`config.mk`:
```
export PLATFORM = sky130hd
export DESIGN_NAME = cmos_cfg_seq_flat
export DESIGN_NICKNAME = d
export VERILOG_FILES = /design/src/rtl/cmos_cfg_pkg.sv /design/src/rtl/cmos_cfg_seq_if.sv /design/src/rtl/cfg_delay_timer.sv /design/src/rtl/cmos_cfg_seq.sv /design/src/flat_wrapper.sv
export SDC_FILE = /design/constraint.sdc
export NUM_CORES = 1
export LEC_CHECK = 0
export CAP_MARGIN = 20
export CORE_ASPECT_RATIO = 0.7
export CORE_MARGIN = 3
export CORE_UTILIZATION = 46
export DETAILED_ROUTE_END_ITERATION = 8
export PLACE_DENSITY = 0.78
export REMOVE_ABC_BUFFERS = 1
export SLEW_MARGIN = 40
export SYNTH_ARGS = -nofsm -noshare
export SYNTH_HDL_FRONTEND = slang
export SYNTH_SLANG_ARGS = --single-unit
```
`constraint.sdc`:
```
create_clock -name clk -period 2 [get_ports clk]
set_input_delay 0.2 -clock clk [delete_from_list [all_inputs] [get_ports clk]]
set_output_delay 0.2 -clock clk [all_outputs]
set_load 0.02 [all_outputs]
```
`src/rtl/cmos_cfg_pkg.sv`:
```
// Shared definitions for the CMOS sensor configuration sequencer:
// table entry type codes, sequencer state encoding and entry width helper.
package cmos_cfg_pkg;

    typedef enum logic [1:0] {
        ENT_WRITE = 2'd0,
        ENT_DELAY = 2'd1,
        ENT_END   = 2'd2,
        ENT_RSVD  = 2'd3
    } entry_type_e;

    typedef enum logic [3:0] {
        ST_IDLE,
        ST_FETCH,
        ST_DECODE,
        ST_WR_REQ,
        ST_WR_WAIT,
        ST_RD_REQ,
        ST_RD_WAIT,
        ST_CHECK,
        ST_DELAY,
        ST_DONE,
        ST_ERROR
    } cfg_state_e;

    // Entry layout is {type[1:0], reg_addr[8*addr_bytes-1:0], data[7:0]}.
    function automatic int entry_w(input int addr_bytes);
        return 2 + 8 * addr_bytes + 8;
    endfunction

endpackage

```
`src/rtl/cmos_cfg_seq_if.sv`:
```
// Request/completion handshake between the configuration sequencer and an IIC master.
interface cmos_cfg_seq_if #(
    parameter int ADDR_BYTES = 2
);
    logic                    iic_write;
    logic                    iic_read;
    logic [8*ADDR_BYTES-1:0] iic_addr;
    logic [7:0]              iic_wdata;
    logic [7:0]              iic_rdata;
    logic                    iic_wr_done;
    logic                    iic_rd_done;
    logic                    iic_nack;

    modport master (
        output iic_write, iic_read, iic_addr, iic_wdata,
        input  iic_rdata, iic_wr_done, iic_rd_done, iic_nack
    );

    modport slave (
        input  iic_write, iic_read, iic_addr, iic_wdata,
        output iic_rdata, iic_wr_done, iic_rd_done, iic_nack
    );
endinterface

```
`src/rtl/cfg_delay_timer.sv`:
```
// Two-level down counter: expire pulses after units * DELAY_TICK cycles from load.
// units == 0 never arms the timer; the sequencer skips such delays itself.
module cfg_delay_timer #(
    parameter int DELAY_TICK = 50000
) (
    input  logic       clk,
    input  logic       rst,
    input  logic       load,
    input  logic [7:0] units,
    output logic       expire
);
    localparam int TICK_W = (DELAY_TICK > 1) ? $clog2(DELAY_TICK) : 1;

    logic              active_q;
    logic [TICK_W-1:0] tick_q;
    logic [7:0]        unit_q;
    logic              tick_wrap;

    assign tick_wrap = (tick_q == '0);
    assign expire    = active_q && tick_wrap && (unit_q == 8'd1);

    always_ff @(posedge clk) begin
        if (rst) begin
            active_q <= 1'b0;
            tick_q   <= '0;
            unit_q   <= '0;
        end else if (load) begin
            active_q <= (units != 8'd0);
            tick_q   <= TICK_W'(DELAY_TICK - 1);
            unit_q   <= units;
        end else if (active_q) begin
            if (tick_wrap) begin
                if (unit_q == 8'd1) begin
                    active_q <= 1'b0;
                end else begin
                    unit_q <= unit_q - 8'd1;
                    tick_q <= TICK_W'(DELAY_TICK - 1);
                end
            end else begin
                tick_q <= tick_q - 1'b1;
            end
        end
    end

endmodule

```
`src/rtl/cmos_cfg_seq.sv`:
```
// Walks a register table in ROM and drives an IIC master to configure a CMOS sensor,
// with optional read-back verification, bounded retries and millisecond delays.
module cmos_cfg_seq
    import cmos_cfg_pkg::*;
#(
    parameter int  ADDR_BYTES = 2,
    parameter int  DEPTH      = 256,
    parameter int  VERIFY     = 1,
    parameter int  MAX_RETRY  = 3,
    parameter int  DELAY_TICK = 50000,
    parameter int  AUTO_START = 1,
    localparam int IDX_W      = (DEPTH > 1) ? $clog2(DEPTH) : 1,
    localparam int ENTRY_W    = entry_w(ADDR_BYTES)
) (
    input  logic               clk,
    input  logic               rst,
    input  logic               start,
    output logic [IDX_W-1:0]   rom_addr,
    input  logic [ENTRY_W-1:0] rom_data,
    cmos_cfg_seq_if.master     iic,
    output logic               busy,
    output logic               config_done,
    output logic               config_err,
    output logic [IDX_W-1:0]   err_index
);
    localparam int ADDR_W = 8 * ADDR_BYTES;
    localparam int RTY_W  = (MAX_RETRY > 0) ? $clog2(MAX_RETRY + 1) : 1;

    cfg_state_e        state_q, state_d;
    logic [IDX_W-1:0]  idx_q, idx_d;
    logic [IDX_W-1:0]  err_idx_q, err_idx_d;
    logic [RTY_W-1:0]  retry_q, retry_d;
    logic [ADDR_W-1:0] addr_q, addr_d;
    logic [7:0]        data_q, data_d;
    logic [7:0]        rdata_q, rdata_d;
    logic              auto_q, auto_d;
    logic              advance, fail;
    logic              tmr_load, tmr_expire;
    logic              last_idx;

    entry_type_e       ent_type;
    logic [ADDR_W-1:0] ent_addr;
    logic [7:0]        ent_data;

    assign ent_type = entry_type_e'(rom_data[ENTRY_W-1 -: 2]);
    assign ent_addr = rom_data[8 +: ADDR_W];
    assign ent_data = rom_data[7:0];
    assign last_idx = (idx_q == IDX_W'(DEPTH - 1));

    cfg_delay_timer #(
        .DELAY_TICK(DELAY_TICK)
    ) u_delay (
        .clk    (clk),
        .rst    (rst),
        .load   (tmr_load),
        .units  (ent_data),
        .expire (tmr_expire)
    );

    always_ff @(posedge clk) begin
        if (rst) begin
            state_q <= ST_IDLE;
        end else begin
            state_q <= state_d;
        end
    end

    always_ff @(posedge clk) begin
        if (rst) begin
            idx_q     <= '0;
            err_idx_q <= '0;
            retry_q   <= '0;
            addr_q    <= '0;
            data_q    <= '0;
            auto_q    <= (AUTO_START != 0);
        end else begin
            idx_q     <= idx_d;
            err_idx_q <= err_idx_d;
            retry_q   <= retry_d;
            addr_q    <= addr_d;
            data_q    <= data_d;
            auto_q    <= auto_d;
        end
        rdata_q <= rdata_d;
    end

    always_comb begin
        state_d   = state_q;
        idx_d     = idx_q;
        err_idx_d = err_idx_q;
        retry_d   = retry_q;
        addr_d    = addr_q;
        data_d    = data_q;
        rdata_d   = rdata_q;
        auto_d    = auto_q;
        tmr_load  = 1'b0;
        advance   = 1'b0;
        fail      = 1'b0;

        case (state_q)
            ST_IDLE: begin
                if (start || auto_q) begin
                    state_d = ST_FETCH;
                    idx_d   = '0;
                    retry_d = '0;
                    auto_d  = 1'b0;
                end
            end
            ST_FETCH:  state_d = ST_DECODE;
            ST_DECODE: begin
                case (ent_type)
                    ENT_WRITE: begin
                        addr_d  = ent_addr;
                        data_d  = ent_data;
                        state_d = ST_WR_REQ;
                    end
                    ENT_DELAY: begin
                        if (ent_data == 8'd0) begin
                            advance = 1'b1;
                        end else begin
                            tmr_load = 1'b1;
                            state_d  = ST_DELAY;
                        end
                    end
                    ENT_END:   state_d = ST_DONE;
                    default:   advance = 1'b1;
                endcase
            end
            ST_WR_REQ: state_d = ST_WR_WAIT;
            ST_WR_WAIT: begin
                // A NACK wins over a coincident done strobe.
                if (iic.iic_nack) begin
                    fail = 1'b1;
                end else if (iic.iic_wr_done) begin
                    if (VERIFY != 0) begin
                        state_d = ST_RD_REQ;
                    end else begin
                        advance = 1'b1;
                    end
                end
            end
            ST_RD_REQ: state_d = ST_RD_WAIT;
            ST_RD_WAIT: begin
                if (iic.iic_nack) begin
                    fail = 1'b1;
                end else if (iic.iic_rd_done) begin
                    rdata_d = iic.iic_rdata;
                    state_d = ST_CHECK;
                end
            end
            ST_CHECK: begin
                if (rdata_q == data_q) begin
                    advance = 1'b1;
                end else begin
                    fail = 1'b1;
                end
            end
            ST_DELAY: begin
                if (tmr_expire) begin
                    advance = 1'b1;
                end
            end
            ST_DONE, ST_ERROR: begin
                if (start) begin
                    state_d = ST_FETCH;
                    idx_d   = '0;
                    retry_d = '0;
                end
            end
            default: state_d = ST_IDLE;
        endcase

        // The table never wraps: finishing the last slot ends the run.
        if (advance) begin
            retry_d = '0;
            if (last_idx) begin
                state_d = ST_DONE;
            end else begin
                idx_d   = idx_q + 1'b1;
                state_d = ST_FETCH;
            end
        end

        if (fail) begin
            if (int'(retry_q) < MAX_RETRY) begin
                retry_d = retry_q + 1'b1;
                state_d = ST_WR_REQ;
            end else begin
                err_idx_d = idx_q;
                state_d   = ST_ERROR;
            end
        end
    end

    assign rom_addr      = idx_q;
    assign iic.iic_write = (state_q == ST_WR_REQ);
    assign iic.iic_read  = (state_q == ST_RD_REQ);
    assign iic.iic_addr  = addr_q;
    assign iic.iic_wdata = data_q;
    assign busy          = (state_q != ST_IDLE) && (state_q != ST_DONE) && (state_q != ST_ERROR);
    assign config_done   = (state_q == ST_DONE);
    assign config_err    = (state_q == ST_ERROR);
    assign err_index     = err_idx_q;

endmodule
```
`src/flat_wrapper.sv`:
```
// flat-port wrapper written by rule: the top's interface ports become plain ports
module cmos_cfg_seq_flat import cmos_cfg_pkg::*;
#(
    parameter int  ADDR_BYTES = 2,
    parameter int  DEPTH      = 256,
    parameter int  VERIFY     = 1,
    parameter int  MAX_RETRY  = 3,
    parameter int  DELAY_TICK = 50000,
    parameter int  AUTO_START = 1,
    localparam int IDX_W      = (DEPTH > 1) ? $clog2(DEPTH) : 1,
    localparam int ENTRY_W    = entry_w(ADDR_BYTES)
)
  (clk, rst, start, rom_addr, rom_data, busy, config_done, config_err, err_index, iic_iic_write, iic_iic_read, iic_iic_addr, iic_iic_wdata, iic_iic_rdata, iic_iic_wr_done, iic_iic_rd_done, iic_iic_nack);
  cmos_cfg_seq_if #(.ADDR_BYTES(ADDR_BYTES)) iic_i ();
  input  logic clk;
  input  logic rst;
  input  logic start;
  output logic [IDX_W-1:0] rom_addr;
  input  logic [ENTRY_W-1:0] rom_data;
  output logic busy;
  output logic config_done;
  output logic config_err;
  output logic [IDX_W-1:0] err_index;
  output wire logic [$bits(iic_i.iic_write)-1:0] iic_iic_write;
  output wire logic [$bits(iic_i.iic_read)-1:0] iic_iic_read;
  output wire logic [$bits(iic_i.iic_addr)-1:0] iic_iic_addr;
  output wire logic [$bits(iic_i.iic_wdata)-1:0] iic_iic_wdata;
  input wire logic [$bits(iic_i.iic_rdata)-1:0] iic_iic_rdata;
  input wire logic [$bits(iic_i.iic_wr_done)-1:0] iic_iic_wr_done;
  input wire logic [$bits(iic_i.iic_rd_done)-1:0] iic_iic_rd_done;
  input wire logic [$bits(iic_i.iic_nack)-1:0] iic_iic_nack;
  assign iic_iic_write = iic_i.iic_write;
  assign iic_iic_read = iic_i.iic_read;
  assign iic_iic_addr = iic_i.iic_addr;
  assign iic_iic_wdata = iic_i.iic_wdata;
  assign iic_i.iic_rdata = iic_iic_rdata;
  assign iic_i.iic_wr_done = iic_iic_wr_done;
  assign iic_i.iic_rd_done = iic_iic_rd_done;
  assign iic_i.iic_nack = iic_iic_nack;
  cmos_cfg_seq #(.ADDR_BYTES(ADDR_BYTES), .DEPTH(DEPTH), .VERIFY(VERIFY), .MAX_RETRY(MAX_RETRY), .DELAY_TICK(DELAY_TICK), .AUTO_START(AUTO_START)) u_core (.clk(clk), .rst(rst), .start(start), .rom_addr(rom_addr), .rom_data(rom_data), .iic(iic_i), .busy(busy), .config_done(config_done), .config_err(config_err), .err_index(err_index));
endmodule
```
==> impl_metrics.py <==
metrics = {
    "synthesis": {
        "synth_xor_area_share_pct": 6.652,
        "postSynthCellCount": 454,
        "synthAdderAreaFrac_pct": 2.851,
        "netlist-cell-type-count": 58,
        "synth-seq-cells": 80,
        "synth_compound_area_share_pct": 14.89,
        "synth_top_area_share_pct": 36.49,
        "synthFlopType": "dfxtp_1",
        "synth_common_cells": "72 x dfxtp_1, 69 x nand2_1, 43 x a21oi_1",
        "async_flop_share_pct": 0,
        "synth_area_sq_um": 3950,
        "synth-simple-area-share_pct": 27.05,
        "yosys.area.top_type": "dfxtp_1",
        "synth_seq_area_share_pct": 42.57,
        "synth_most_common_cell": "dfxtp_1",
        "synth_top_family_by_area": "simple AND/OR/NAND/NOR gates",
        "synth-edff-count": 8,
        "synthMuxAreaShare_pct": 2.534,
        "avgSynthCellArea_sq_um": 8.701,
        "synth_area_leaders": "dfxtp_1 36%, nand2_1 6.6%, edfxtp_1 6.1%",
        "yosys_warnings": 0,
    },
    "floorplan": {
        "die_x_microns": 116.8,
        "die_h_microns": 83.53,
        "rows": 27,
        "coreArea_sq_um": 8108,
        "start_util_pct": 48.72,
        "dieArea_sq_um": 9753,
        "io_pins": 85,
    },
    "min_path": {
        "worstHoldPathType": "primary input to flop",
    },
    "detailed_routing": {
        "drtPass1Iterations": 4,
        "antenna_left": 0,
        "drcViolationCount": 0,
        "drt-total-wl_microns": 11870,
        "avgRoutedWirePerCell_microns": 16.98,
        "vias": 3960,
        "drt_iter0_markers": 193,
        "viasPerCell": 5.665,
    },
    "clocking": {
        "htreeDepth": 3,
        "clock_sinks": 80,
        "cts_tree": "yes",
        "cts_buffers": 9,
        "clkTransAtPathRegs_ns": 0.06,
        "clock_latency_ns": 0.34,
        "clockBufferDepth": 2,
        "cts_root_buffer": "clkbuf_16",
    },
    "critical_path": {
        "required_ns": 2.21,
        "cp.arrival_ns": 2.40,
        "critPathMaxFanout": 4,
        "cp-start-kind": "flop",
        "crit_path_end_kind": "flop",
        "worstSetupPathType": "flop to flop",
    },
    "global_route": {
        "grt_start_max_net_pins": 35,
        "grt_usage_pct": 24.19,
        "antenna_found_initial": 0,
        "grt_pass1_wl_microns": 18860,
        "grt_pass1_vias": 3911,
        "gr-total-overflow": 0,
    },
    "sta": {
        "finalSetupTns_ns": -2.389,
        "rsz0062_at_grt": "yes",
        "maxClockFrequency_mhz": 456.9,
        "postLayoutSetupSlackWorst_ns": -0.1885,
        "finalClockSkew_ns": 0.007530,
        "slew_violations": 0,
        "slew_headroom_pct": 69.92,
        "setup_violations": 23,
        "hold_violations": 0,
        "max_slew.worst_pin.slew_ns": 0.4507,
        "fin_crit_ns": 2.189,
        "final.period_utilization_pct": 109.4,
    },
    "placement": {
        "dpl_worst_slack_ns": -0.2600,
        "dp_hpwl_microns": 8028,
        "io_buffer_count": 84,
        "place_congestion": 0.8846,
        "place_area_sq_um": 5358,
        "placed_cells": 679,
    },
    "layout": {
        "drive_gt1_share_pct": 22.91,
        "design_area_sq_um": 5897,
        "synthToLayoutAreaGrowth_pct": 49.29,
        "num-nets-final": 643,
        "antenna_cells": 0,
        "fin_cells": 699,
        "n_fill_cell": 596,
    },
    "pwr": {
        "leakagePower_uw": 0.002363,
        "power.density_nw_per_um2": 1290,
        "peakVddDrop_v": 0.0007583,
        "power_uw": 7605,
    },
    "run_status": {
        "outcome": "finished, violations left",
        "failed_checks": "negative setup slack",
    },
    "job": {
        "max_cap_viol_count": 0,
    },
}
registers in the layout (all words and copies together) (netlist names):
| register | flops |
|---|---|
| u_core.u_delay.unit_q | 8 |
| u_core.u_delay.active_q | 1 |
| u_core.iic.iic_wdata | 8 |
| u_core.rdata_q | 8 |
| u_core.err_index | 8 |
| u_core.state_q | 4 |
| u_core.auto_q | 1 |
| u_core.retry_q | 2 |
| u_core.u_delay.tick_q | 16 |
| u_core.iic.iic_addr | 16 |
| u_core.rom_addr | 8 |
power by group:
part / internal [uW] / leakage, uW / switching (uW) / total [uW]
Sequential: 1870 / 0.000655 / 254 / 2120
Clock: 962 / 0.000135 / 650 / 1610
Combinational: 1910 / 0.00157 / 1960 / 3870
Total: 4740 / 0.00236 / 2870 / 7600
critical path: stages (launching register included):
cell	delay, ns
dfxtp_2	0.32
or4_4	0.56
nor4b_4	0.38
nand4_4	0.18
buf_4	0.18
buf_6	0.12
mux2i_1	0.12
mux2i_1	0.14
nor2_1	0.07
area by class of cell:
type                    count  area [sq um]  share of cell area [%]
multi-input cells         339          2349                   39.83
flip-flops and latches     80          1684                   28.56
repair buffers            154          1413                   23.95
clock buffers              10         229.0                   3.883
well taps                 101         126.4                   2.143
clock inverters             5         58.81                  0.9972
inverters                  10         37.54                  0.6365
metal layers:
layer	GRT usage (%)	vias to the layer above	part of all wire (%)
li1	-	1878	-
met1	31.17	1877	43
met2	38.15	175	46
met3	8.261	30	8.6
met4	7.292	0	2.2
met5	0	-	0
cell usage in the layout (no fill, tap or decap), types with 5 or more instances in the layout:
| cell | n |
|---|---|
| mux2i_1 | 10 |
| ha_1 | 8 |
| edfxtp_1 | 8 |
| a21oi_1 | 42 |
| xnor2_1 | 6 |
| clkdlybuf4s50_1 | 78 |
| inv_1 | 8 |
| dfxtp_1 | 70 |
| a31oi_1 | 6 |
| clkbuf_16 | 9 |
| nor2_1 | 38 |
| nand2_1 | 67 |
| nor4_2 | 5 |
| and3_1 | 6 |
| and2_1 | 5 |
| nand3_1 | 14 |
| buf_4 | 63 |
| o21ai_1 | 5 |
| xor2_1 | 23 |
| o211ai_1 | 5 |
| nor4_4 | 5 |
stage by stage:
| step | util (%) | hold WS [ns] |
|---|---|---|
| after global placement | 66.08 | 0.4409 |
| after global routing | 72.73 | 0.2834 |
| after detailed placement | 66.08 | 0.4479 |
| after CTS | 70.56 | 0.2583 |
| final | 72.73 | 0.2729 |
| after floorplan | - | 0.2646 |
cells by family (layout without fill, tap and decap cells):
group / count (synthesis) / count (layout)
adders and majority gates: 9 / 9
AOI/OAI and AO/OA: 94 / 94
buffers and inverters: 35 / 179
muxes: 10 / 10
DFF: 80 / 80
and+or+nand+nor: 196 / 196
xor gates and xnor gates: 30 / 30
timing repair:
action / 4_1_cts / 5_1_grt
hold buffers: 0 / 0
pin swaps: 4 / 13
resized for setup: 16 / 36
endpoints found under the hold margin: 0 / 0
setup buffers: 3 / 3
endpoints found under the setup margin: 35 / 45
path summary, 6_finish.rpt:
path | from | endpoint | slack, ns | depth (start not counted)
setup reg to reg | u_core.u_delay.tick_q[4] | u_core.u_delay.unit_q[1] | -0.19 | 8
hold / removal | rst | u_core.err_index[1] | 0.27 | 2
hold reg to reg | u_core.iic.iic_addr[14] | u_core.iic.iic_addr[14] | 0.45 | 2
setup / recovery | u_core.u_delay.tick_q[4] | u_core.u_delay.unit_q[1] | -0.19 | 8
(Power assumes the default switching activity.)
